`config.mk`:
```
export PLATFORM = sky130hd
export DESIGN_NAME = pc_fetch_unit
export DESIGN_NICKNAME = d
export VERILOG_FILES = /design/src/rtl/fetch_pkg.sv /design/src/rtl/pc_inc16.sv /design/src/rtl/pc_fetch_unit.sv
export SDC_FILE = /design/constraint.sdc
export NUM_CORES = 1
export LEC_CHECK = 0
export ABC_AREA = 1
export BUFFER_PORTS_ARGS = -buffer_cell sky130_fd_sc_hd__buf_4
export CAP_MARGIN = 40
export CELL_PAD_IN_SITES_DETAIL_PLACEMENT = 0
export CELL_PAD_IN_SITES_GLOBAL_PLACEMENT = 1
export CORE_MARGIN = 3
export CORE_UTILIZATION = 36
export CTS_BUF_LIST = sky130_fd_sc_hd__clkbuf_8 sky130_fd_sc_hd__clkbuf_16
export CTS_CLUSTER_SIZE = 30
export DETAILED_ROUTE_END_ITERATION = 8
export HOLD_SLACK_MARGIN = 0.08
export PLACE_DENSITY = 0.95
export SYNTH_ARGS = -nofsm -noshare
export SYNTH_HDL_FRONTEND = slang
export SYNTH_HIERARCHICAL = 1
export SYNTH_SLANG_ARGS = --single-unit
```
`constraint.sdc`:
```
create_clock -name clk -period 21.4 [get_ports clk]
set_clock_uncertainty 0.05 [all_clocks]
set_input_delay 3.21 -clock clk [delete_from_list [all_inputs] [get_ports clk]]
set_output_delay 3.21 -clock clk [all_outputs]
set_load 0.02 [all_outputs]
```
`src/rtl/fetch_pkg.sv`:
```
// Shared types and constants for the instruction-fetch front end.
// State encoding, datapath widths and default reset/halt values.
package fetch_pkg;

    localparam int PC_W    = 16;
    localparam int INSTR_W = 16;

    localparam logic [PC_W-1:0] RESET_PC_DEF = 16'h0000;
    localparam logic [3:0]      HLT_OP_DEF   = 4'hF;

    typedef enum logic [1:0] {
        RUN    = 2'd0,
        WAIT   = 2'd1,
        HALTED = 2'd2
    } fetch_state_e;

endpackage

```
`src/rtl/pc_inc16.sv`:
```
// 16-bit +2 incrementer built as a ripple chain of 1-bit full adders.
// The final carry is dropped so 16'hFFFE wraps to 16'h0000.
module full_adder_1bit (
    input  logic a,
    input  logic b,
    input  logic cin,
    output logic s,
    output logic cout
);

    // Single-bit sum and carry.
    always_comb begin
        s    = a ^ b ^ cin;
        cout = (a & b) | (cin & (a ^ b));
    end

endmodule

module pc_inc16
    import fetch_pkg::*;
(
    input  logic [PC_W-1:0] a,
    output logic [PC_W-1:0] y
);

    logic [PC_W-1:0] c;
    logic            cout_unused;

    assign c[0] = 1'b0;

    for (genvar i = 0; i < PC_W; i++) begin : g_bit
        logic co;
        full_adder_1bit u_fa (
            .a   (a[i]),
            .b   (i == 1),
            .cin (c[i]),
            .s   (y[i]),
            .cout(co)
        );
        if (i < PC_W - 1) begin : g_chain
            assign c[i+1] = co;
        end else begin : g_last
            assign cout_unused = co;
        end
    end

endmodule

```
`src/rtl/pc_fetch_unit.sv`:
```
// Fetch front end: PC, imem request, branch redirect, halt on HLT.
// Optional odd-target check enabled by defining PC_ALIGN_CHK_EN.
module pc_fetch_unit
    import fetch_pkg::*;
#(
    parameter logic [PC_W-1:0] RESET_PC = RESET_PC_DEF,
    parameter logic [3:0]      HLT_OP   = HLT_OP_DEF
) (
    input  logic               clk,
    input  logic               rst,
    input  logic               stall,
    input  logic               br_taken,
    input  logic [PC_W-1:0]    br_target,
    output logic               imem_req,
    output logic [PC_W-1:0]    imem_addr,
    input  logic               imem_rdy,
    input  logic [INSTR_W-1:0] imem_data,
    output logic               fetch_valid,
    output logic [INSTR_W-1:0] fetch_instr,
    output logic [PC_W-1:0]    fetch_pc,
    output logic [PC_W-1:0]    pc_plus2,
    output logic               halted,
    output logic               align_err
);

    fetch_state_e    state_q, state_d;
    logic [PC_W-1:0] pc_q, pc_d;
    logic            redir_pend_q, redir_pend_d;
    logic [PC_W-1:0] redir_pc_q, redir_pc_d;
    logic            is_hlt;
    logic            br_bad;

    pc_inc16 u_inc (
        .a(pc_q),
        .y(pc_plus2)
    );

    assign is_hlt      = (imem_data[INSTR_W-1 -: 4] == HLT_OP);
    assign imem_addr   = pc_q;
    assign fetch_pc    = pc_q;
    assign fetch_instr = imem_data;
    assign halted      = !rst && (state_q == HALTED);

`ifdef PC_ALIGN_CHK_EN
    logic align_err_q, align_err_d;

    assign br_bad    = br_target[0];
    assign align_err = !rst && align_err_q;

    // Sticky odd-target flag, cleared only by reset.
    always_comb begin
        align_err_d = align_err_q | (br_taken & br_bad);
        if (rst) align_err_d = 1'b0;
    end

    // Alignment error register.
    always_ff @(posedge clk) begin
        align_err_q <= align_err_d;
    end
`else
    assign br_bad    = 1'b0;
    assign align_err = 1'b0;
`endif

    // Next-state, next-pc and request/delivery outputs.
    always_comb begin
        state_d      = state_q;
        pc_d         = pc_q;
        redir_pend_d = redir_pend_q;
        redir_pc_d   = redir_pc_q;
        imem_req     = 1'b0;
        fetch_valid  = 1'b0;
        if (rst) begin
            state_d      = RUN;
            pc_d         = RESET_PC;
            redir_pend_d = 1'b0;
        end else if (br_taken && br_bad) begin
            imem_req     = (state_q == WAIT);
            state_d      = HALTED;
            redir_pend_d = 1'b0;
        end else if (br_taken) begin
            unique case (state_q)
                RUN: begin
                    pc_d = br_target;
                end
                WAIT: begin
                    imem_req = 1'b1;
                    if (imem_rdy) begin
                        pc_d         = br_target;
                        redir_pend_d = 1'b0;
                        state_d      = RUN;
                    end else begin
                        redir_pend_d = 1'b1;
                        redir_pc_d   = br_target;
                    end
                end
                HALTED: begin
                    pc_d    = br_target;
                    state_d = RUN;
                end
                default: state_d = RUN;
            endcase
        end else begin
            unique case (state_q)
                RUN: begin
                    imem_req = !stall;
                    if (!stall) begin
                        if (imem_rdy) begin
                            fetch_valid = 1'b1;
                            pc_d        = pc_plus2;
                            if (is_hlt) state_d = HALTED;
                        end else begin
                            state_d = WAIT;
                        end
                    end
                end
                WAIT: begin
                    imem_req = 1'b1;
                    if (imem_rdy) begin
                        state_d = RUN;
                        if (redir_pend_q) begin
                            pc_d         = redir_pc_q;
                            redir_pend_d = 1'b0;
                        end else if (!stall) begin
                            fetch_valid = 1'b1;
                            pc_d        = pc_plus2;
                            if (is_hlt) state_d = HALTED;
                        end
                    end
                end
                HALTED: begin
                    imem_req = 1'b0;
                end
                default: state_d = RUN;
            endcase
        end
    end

    // Fetch state registers.
    always_ff @(posedge clk) begin
        state_q      <= state_d;
        pc_q         <= pc_d;
        redir_pend_q <= redir_pend_d;
        redir_pc_q   <= redir_pc_d;
    end

endmodule

```
* Word-level counts from Yosys, hierarchy flattened
Cells that the tools add are included.
Cells by class: multiplexer cells 37, $mul 0, add/sub/neg operators 0, eq/ne operators 13, reductions and logical operators 15, shifts and indexed selects 0, bitwise logic cells 30, divide/modulo/power cells 0, magnitude comparators 0
Operators by type and width (count):
- 16-bit two-way mux | 7
- 16-bit one-hot mux with 2 select lines | 2
- 2-bit two-way mux | 9
- 1-bit two-way mux | 15
- 1-bit bitwise XOR | 14
- 1-bit bitwise AND | 13
- 2-bit != test (second input constant) | 5
- 5-bit AND reduction | 2
- 3-bit != test (second input constant) | 3
- 2-bit nonzero test | 4
- 2-bit one-hot mux with 3 select lines | 1
- 6-bit AND reduction | 1
- 4-bit equality test (second input constant) | 1
- 4-bit != test (second input constant) | 1
- 1-bit one-hot mux with 2 select lines | 2
- 2-bit one-hot mux with 2 select lines | 1
- 4-bit AND reduction | 1
- 3-bit by 2-bit != test with 1-bit output (second input constant) | 1
- 1-bit NOT | 3
- 3-bit nonzero test | 1
- 2-bit by 1-bit equality test with 1-bit output (second input constant) | 1
- 2-bit equality test (second input constant) | 1
- 1-bit zero test | 2
- 2-bit zero test | 1
- 3 further kinds | 3
Word-level totals: ROM bits 0, memory bits (writable) 0, input bits 37, output and inout port bits 68, latch bits 0, memories 0, flip-flop bits (word level) 35

* Longest topological paths before layout
Gate-level depths: netlist of run 1.
word-level depth 19, gate-level depth with buffers 22

* Modules after synthesis
The synthesis of run 1 kept the hierarchy.
Modules (own cells, without submodules):
- pc_fetch_unit | cells each 319, area an instance 2198.4 sq um, times used 1
- full_adder_1bit | cells each 1, area an instance 20.0 sq um, times used 16
- pc_inc16 | cells each 2, area an instance 7.5 sq um, times used 1

* Least setup slack after synthesis of run 1
OpenSTA, ideal clock, no wires.
path kind reg-to-output, start register pc_q[1] (netlist: fetch_pc[1]), end output pc_plus2[15], slack 11.750 ns, arrival 6.390 ns, path buffers 0, cell stages (with the launch flop) 16, data required time 18.140 ns, cell sequence dfxtp_1 fa_1 fa_1 fa_1 fa_1 fa_1 fa_1 fa_1 fa_1 fa_1 fa_1 fa_1 fa_1 fa_1 fa_1 fa_1
On the way: word-level cells in the longest chain between the ends 14
RTL lines:
- from (decl) | line pc_fetch_unit.sv:27 | logic [PC_W-1:0] pc_q, pc_d;
- from (signal assigned) | line pc_fetch_unit.sv:142 | pc_q <= pc_d;
- 1-bit bitwise AND | line pc_inc16.sv:14 | cout = (a & b) | (cin & (a ^ b));
- named net u_inc.g_bit[2].co | line pc_inc16.sv:32 | logic co;
- 1-bit bitwise AND | line pc_inc16.sv:14
- named net u_inc.g_bit[3].co | line pc_inc16.sv:32
- 1-bit bitwise AND | line pc_inc16.sv:14
- named net u_inc.g_bit[4].co | line pc_inc16.sv:32
- 1-bit bitwise AND | line pc_inc16.sv:14
- named net u_inc.g_bit[5].co | line pc_inc16.sv:32
- [... 1 more ...]
- named net u_inc.g_bit[6].co | line pc_inc16.sv:32
- [... 1 more ...]
- named net u_inc.g_bit[7].co | line pc_inc16.sv:32
- [... 1 more ...]
- named net u_inc.g_bit[8].co | line pc_inc16.sv:32
- [... 1 more ...]
- named net u_inc.g_bit[9].co | line pc_inc16.sv:32
- [... 1 more ...]
- named net u_inc.g_bit[10].co | line pc_inc16.sv:32
- [... 1 more ...]
- named net u_inc.g_bit[11].co | line pc_inc16.sv:32
- 1-bit bitwise AND | line pc_inc16.sv:14
- named net u_inc.g_bit[12].co | line pc_inc16.sv:32
- 1-bit bitwise AND | line pc_inc16.sv:14
- named net u_inc.g_bit[13].co | line pc_inc16.sv:32
- 1-bit bitwise AND | line pc_inc16.sv:14
- named net u_inc.g_bit[14].co | line pc_inc16.sv:32
- 1-bit bitwise XOR | line pc_inc16.sv:13 | s = a ^ b ^ cin;
- to (decl) | line pc_fetch_unit.sv:21 | output logic [PC_W-1:0] pc_plus2,
The timed path passes the listed nets, and every way through them passes these cells.

* Worst setup path after layout of run 1
Ends and elaborated chain as after synthesis.

==> results of run 1 <==
## flip-flops by register name (all words and copies together) (netlist names)
name          count
fetch_pc         16
state_q           2
redir_pend_q      1
redir_pc_q       16
## cells in the mapped netlist (2+ instances only)
library cell	number	area (µm²)
a21oi_1	5	25.0
buf_2	2	10.0
buf_4	34	255
buf_6	6	67.6
clkbuf_1	2	7.51
clkinv_1	2	7.51
conb_1	3	11.3
dfxtp_1	19	380
edfxtp_1	16	480
fa_1	16	320
inv_1	50	188
inv_2	2	7.51
nand2_1	106	398
nand2_2	2	12.5
nand2_4	2	22.5
nand3_1	20	100
nor2_1	39	146
nor3_1	3	15.0
## area by class of cell
type                       count  area [µm²]  area share (%)
clock inverter                 3        16.3           0.533
timing repair buffer          80         601            19.7
multi-input combinational    217        1170            38.3
inverter                      56         218            7.14
tap                           93         116            3.82
clock buffer                   5        68.8            2.26
sequential                    35         861            28.2
## placed cells by master, fill, tap and decap left out
cell        netlist  final
inv_4             1      1
o21ai_0           1      1
nand3b_1          1      1
buf_4            34     80
inv_1            50     51
nor3_1            3      2
a2111oi_0         1      1
nor2_1           39     39
clkbuf_8          0      5
nor2_2            1      1
inv_6             1      1
nor3_2            0      1
dfxtp_1          19     19
clkinv_2          0      1
a21oi_1           5      5
clkinvlp_4        0      1
nand3_1          20     20
nor2_8            1      1
clkinv_1          2      2
a31o_2            1      1
nand2_4           2      2
inv_2             2      2
edfxtp_1         16     16
nand2_2           2      2
fa_1             16     16
conb_1            3     18
nand2_1         106    106
## metrics by stage
step,hold slack (ns),total power [W],std cells,area (µm²)
final,0.519,0.000219,489,3050
after global placement,0.504,0.000173,481,2960
after CTS,0.522,0.000223,489,3050
after detailed placement,0.507,0.000174,481,2960
after global routing,0.568,0.000235,489,3050
after floorplan,0.475,0.000150,352,2580
## power groups by stage
stage / clock, W / combinational (W) / sequential [W]
finish: 0.0000470 / 0.0000928 / 0.0000791
global route: 0.0000510 / 0.000104 / 0.0000801
CTS: 0.0000492 / 0.0000941 / 0.0000792
detailed placement: 0 / 0.0000936 / 0.0000807
global placement: 0 / 0.0000930 / 0.0000804
floorplan: 0 / 0.0000664 / 0.0000838
## layer usage
metal,routed length (µm),vias up,GRT usage [%]
li1,-,1061,-
met1,2420,950,17.6
met2,2890,58,26.1
met3,339,5,3.51
met4,72,0,4.73
met5,0,-,0
## critical path, delay by kind of cell (launching register included)
family     cells  cell delay [ns]
buf+inv        1             0.14
fa+ha+maj     15             6.09
flops          1             0.35
## cell families after synthesis
kind of cell             after synthesis
AND/OR/NAND/NOR                      175
buffers and inverters                100
flip-flops                            35
adder cells (fa/ha/maj)               16
AO/OA/AOI/OAI                          8
other                                  3
## worst max path at each step
stage | from | endpoint | depth (start not counted)
2_1_floorplan | fetch_pc[1]$_SDFFE_PP0P_ | pc_plus2[15] | 15
3_3_place_gp | fetch_pc[1]$_SDFFE_PP0P_ | pc_plus2[15] | 16
3_5_place_dp | fetch_pc[1]$_SDFFE_PP0P_ | pc_plus2[15] | 16
4_1_cts | fetch_pc[1]$_SDFFE_PP0P_ | pc_plus2[15] | 16
5_1_grt | fetch_pc[1]$_SDFFE_PP0P_ | pc_plus2[15] | 16
6_report | fetch_pc[1]$_SDFFE_PP0P_ | pc_plus2[15] | 16
==> summary.txt, run 1 <==
Outcome
  • Status: finished, final reports clean

Final layout
  • FILL cells: roughly 670
  • Share of cells above drive strength 1: between 20% and 30%
  • N_diodes: 0
  • Util after Layout: a little under half
  • P&R area growth vs syn: 20.7%
  • Layout net count: 448

Global route
  • Largest net degree at the start of global routing: 33
  • Grt total ovfl: 0
  • Overall Global Routing Usage: 14.7%
  • First-pass GRT wire length: a little under 10000 µm
  • Vias in the first global route: about 2000
  • Initial antenna violation count: 0

STA
  • Slew @ Worst Pin: 0.802 ns
  • RSZ-0062 raised after global routing: no
  • Slew Viols, Final: 0
  • Final setup margin: ~11 ns
  • Setup violations, final: 0
  • Setup TNS: 0 ns
  • Relative slew margins: between 40% and 50%
  • Final hold violations: 0
  • Crit share post-route: a little under half
  • Fmax: between 90 and 100 MHz
  • Period minus WS final: between 10 and 15 ns

Power and ir drop
  • Power share of the combinational group: between 40% and 50%
  • Peak supply drop: around 0.033 mV
  • Net Switching: ~0.000083 W
  • Sequential power share: 36.1%
  • Sw frac: a little under two fifths
  • Static leakage: 1.64 nW
  • Pwr dens: slightly above 70 nW/µm²
  • Internal: around 0.00014 W
  • Clock share of power: between 20% and 30%

Hold path
  • Hold Path Sink: fetch_pc[6]$_SDFFE_PP0P_
  • Hold Path Depth: 4
  • Hold path start: fetch_pc[6]$_SDFFE_PP0P_
  • Hold Crit Class: reg2reg

CTS
  • Clock Tree Buf Depth: 2
  • Worst-Skew Late Latency: between 0.2 and 0.3 ns
  • Setup bufs post-CTS: 0
  • CTS buffer count: 5
  • CTS tree: built
  • H-tree Lvls: 2
  • Root Buffer Master: clkbuf_8
  • Worst-path clk slew: approximately 0.08 ns
  • Total clock sinks: 35
  • CTS resizes: 0
  • Hold_buf cts: 0

Floorplan
  • Die Wd: ~90 µm
  • Initial Util: around two fifths
  • Core box area: between 6000 and 7000 µm²
  • Row cnt: 29
  • I/O Pins: between 100 and 150
  • Die ar.: a little over 8000 µm²
  • Die Ht: between 80 and 90 µm

Detailed routing
  • Detailed-route DRC error count: 0
  • Remaining antenna violation count: 0
  • Vias: about 2100
  • Starting DRT DRC Count: 79
  • Routed vias/inst: 4.24
  • Total Wirelength: roughly 5700 µm
  • Routed len/inst: roughly 12 µm
  • Pre-antenna DRT Iters: 4

Synthesis
  • Post-synthesis compound-gate area fraction: about 1.9%
  • Synth Cell Area: about 2500 µm²
  • Post-synthesis register bit count: 35
  • XOR/XNOR share of the synthesized area: 0%
  • Asr flop ratio synth: 0%
  • Number of synthesized flops with an enable pin: 16
  • Syn Area/Cell: ~7.5 µm²
  • Post-synth top flop: dfxtp_1
  • Seq/Total Area, Yosys: approximately 34%
  • Post-Syn Instances: 337
  • Simple-gate share of the synthesized area: 28.8%
  • Synth warn: 6
  • Largest family of logic cells by synthesized area: simple AND/OR/NAND/NOR gates
  • Proportion of synthesized area in mux cells: 0%
  • Yosys cell types: 26
  • Post-synthesis adder-cell area fraction: 12.7%

Critical path
  • Cells along the critical path: fa_1, fa_1, fa_1, fa_1, fa_1, fa_1, fa_1, fa_1, fa_1, fa_1, fa_1, fa_1, fa_1, fa_1, fa_1, buf_4
  • Critical path capture point type: output pin
  • Critical path peak fanout: 4
  • RR Endpoint: fetch_pc[15]$_SDFFE_PP0P_
  • Slowest Stage Delay on Critical Path: 0.51 ns
  • R2r setup slk: roughly 14 ns
  • Setup CP Type: reg2out
  • Crit path DAT: 6.88 ns
  • RR Startpoint: fetch_pc[1]$_SDFFE_PP0P_
  • Worst path most repeated cell: fa_1
  • CP max-delay cell: fa_1
  • Critical path launch point type: register
  • Cell depth of the worst flop-to-flop path: 21
  • Critical Path RT: ~18 ns

Placed design
  • Post-DP HPWL: roughly 4100 µm
  • Placer Congestion: 0.780
  • IO buf count: 79
  • Pre-CTS setup slack: about 12 ns

Run
  • Max cap viols: 0
No activity file was read; power rests on OpenSTA's default activity.
==> inputs of run 2 (changes only) <==
CORE_UTILIZATION = 34   (was 36)
PLACE_DENSITY = 0.92   (was 0.95)
clock period = 9.79 ns   (was 21.4 ns; I/O delays follow)
==> summary.txt, run 2 (synthesis results as in run 1) <==
Outcome
  • Status: finished, final reports clean

STA
  • Crit share post-route: between 80% and 90%
  • Setup TNS: 0 ns (unchanged)
  • Final setup margin: 1.46 ns (-9.80 ns)
  • Final hold violations: 0 (unchanged)
  • Slew Viols, Final: 0 (unchanged)
  • Relative slew margins: 44.7% (-1.5 points)
  • Slew @ Worst Pin: 0.825 ns (+0.0229 ns)
  • Fmax: 120 MHz
  • RSZ-0062 raised after global routing: no
  • Period minus WS final: around 8.3 ns
  • Setup violations, final: 0 (unchanged)

CTS
  • Worst-Skew Late Latency: 0.28 ns (about the same)
  • Setup bufs post-CTS: 0 (unchanged)
  • CTS buffer count: 5 (unchanged)
  • CTS tree: built
  • H-tree Lvls: 2 (unchanged)
  • CTS resizes: 0 (unchanged)
  • Root Buffer Master: clkbuf_8
  • Worst-path clk slew: 0.07 ns (about the same)
  • Total clock sinks: 35 (unchanged)
  • Clock Tree Buf Depth: 2 (unchanged)
  • Hold_buf cts: 0 (unchanged)

Placed design
  • Post-DP HPWL: 4130 µm (about the same)
  • Pre-CTS setup slack: 1.72 ns (-9.83 ns)
  • Cell area after placement: 2970 µm² (+0.13%)
  • IO buf count: 79 (unchanged)
  • Placer Congestion: 0.759 (-2.6%)

Detailed routing
  • Total Wirelength: 5710 µm (-0.37%)
  • Vias: 2037 (-1.8%)
  • Detailed-route DRC error count: 0 (unchanged)
  • Routed len/inst: 11.6 µm (-0.77%)
  • Remaining antenna violation count: 0 (unchanged)
  • Routed vias/inst: 4.15 (-2.2%)
  • Pre-antenna DRT Iters: 4 (unchanged)
  • Starting DRT DRC Count: 86 (+8.9%)

Critical path
  • Cells along the critical path: fa_1, fa_1, fa_1, fa_1, fa_1, fa_1, fa_1, fa_1, fa_1, fa_1, fa_1, fa_1, fa_1, fa_1, fa_1, buf_4
  • Crit path max-delay family: adder cells
  • CP max-delay cell: fa_1
  • Critical path launch point type: register
  • Worst path most repeated cell: fa_1
  • Worst Path Buf+Inv: 1 (unchanged)
  • Setup CP Type: reg2out
  • Critical Path RT: 8.27 ns (-9.87 ns)
  • Critical path capture point type: output pin
  • Slowest Stage Delay on Critical Path: 0.51 ns (about the same)
  • Critical path peak fanout: 4 (unchanged)
  • Crit path DAT: 6.81 ns (-0.07 ns)

Final layout
  • Layout net count: 448 (unchanged)
  • Register Area: 861 µm² (unchanged)
  • Util after Layout: 43.8% (-2.7 points)
  • Design Area, Final: 3060 µm² (+0.21%)
  • Share of cells above drive strength 1: 25.1% (+0.063 points)
  • Commonest non-fill, non-tap cell in the layout: nand2_1
  • N_diodes: 0 (unchanged)
  • Most frequent cells in the layout: nand2_1 (106), buf_4 (80), inv_1 (50)
  • Multi-input logic area: 1170 µm² (unchanged)
  • FILL cells: 750 (+12%)
  • P&R area growth vs syn: 21.0%

Floorplan
  • I/O Pins: 105 (unchanged)
  • Row cnt: 30 (+3.4%)
  • Die Wd: 92.2 µm (+2.7%)
  • Core box area: 6980 µm² (+6.3%)
  • Die Ht: 92.2 µm (+2.7%)
  • Die ar.: 8500 µm² (+5.5%)
  • Initial Util: 36.2% (-2.3 points)

Global route
  • Vias in the first global route: 1898 (-7.1%)
  • Grt total ovfl: 0 (unchanged)
  • Initial antenna violation count: 0 (unchanged)
  • Overall Global Routing Usage: 13.5% (-1.2 points)
  • First-pass GRT wire length: 9080 µm (-6.9%)
  • Largest net degree at the start of global routing: 33 (unchanged)

Power and ir drop
  • Sw frac: 37.1% (-1.0 points)
  • Total power: 0.000481 W (+120%)
  • Pwr dens: 158 nW/µm² (+120%)
  • Internal: 0.000303 W (+120%)
  • Peak supply drop: 0.0864 mV (+160%)
  • Clock share of power: 21.8% (+0.3 points)
  • Net Switching: 0.000179 W (+110%)
  • Sequential power share: 35.9% (-0.2 points)
  • Power share of the combinational group: 42.3% (about the same)
  • Static leakage: 1.64 nW (+0.10%)

Run
  • Max cap viols: 0 (unchanged)

Hold path
  • Hold Crit Class: reg2reg
run 2: cell types whose count changed in the layout (fill, tap and decap cells not counted):
cell        delta
clkinvlp_4     -1
clkbuf_8       +1
inv_1          -1
run 2: through the flow:
step           hold slack [ns]  instances
6_report                 0.520        491
5_1_grt                  0.566        491
4_1_cts                  0.525        491
3_5_place_dp             0.510        484
3_3_place_gp             0.502        484
2_1_floorplan            0.475        352
run 2: power by group through the flow:
| stage | logic [W] | clock network, W | registers (W) |
|---|---|---|---|
| 6_report | 0.000204 | 0.000105 | 0.000173 |
| 5_1_grt | 0.000224 | 0.000115 | 0.000175 |
| 4_1_cts | 0.000206 | 0.000108 | 0.000173 |
| 3_5_place_dp | 0.000205 | 0 | 0.000177 |
| 3_3_place_gp | 0.000203 | 0 | 0.000176 |
| 2_1_floorplan | 0.000145 | 0 | 0.000183 |
run 2: worst paths after layout:
path,to,cells past startpoint,slack (ns),from
setup / recovery,pc_plus2[15],16,1.46,fetch_pc[1]$_SDFFE_PP0P_
hold / removal,fetch_pc[1]$_SDFFE_PP0P_,4,0.52,fetch_pc[1]$_SDFFE_PP0P_
setup reg to reg,fetch_pc[15]$_SDFFE_PP0P_,21,2.90,fetch_pc[1]$_SDFFE_PP0P_
hold reg to reg,fetch_pc[1]$_SDFFE_PP0P_,4,0.52,fetch_pc[1]$_SDFFE_PP0P_
run 2: area by class of cell:
| cell class | instances | area share, % |
|---|---|---|
| Inverter | 56 | 7.13 |
| Sequential cell | 35 | 28.2 |
| Multi-Input combinational cell | 217 | 38.2 |
| Clock buffer | 6 | 2.70 |
| Timing Repair Buffer | 80 | 19.7 |
| Tap cell | 96 | 3.93 |
| Clock inverter | 1 | 0.164 |
run 2: metal layers:
metal / vias up / GRT usage, % / share of wire (%)
met5: - / 0 / 0
met4: 0 / 4.33 / 1.0
met3: 6 / 4.02 / 6.7
met2: 66 / 23.2 / 49
met1: 906 / 16.1 / 43
li1: 1059 / - / -
run 2: worst reg2reg max path, cell delays in order (launching register included):
cell and delay [ns]:
dfxtp_1 0.35, fa_1 0.44, fa_1 0.39, fa_1 0.39
fa_1 0.39, fa_1 0.39, fa_1 0.39, fa_1 0.39
fa_1 0.39, fa_1 0.41, fa_1 0.41, fa_1 0.39
fa_1 0.39, fa_1 0.39, fa_1 0.39, fa_1 0.46
inv_1 0.07, nand2_1 0.05, nand3_1 0.07, nand2_1 0.07
nor2_1 0.09, nor2_1 0.06
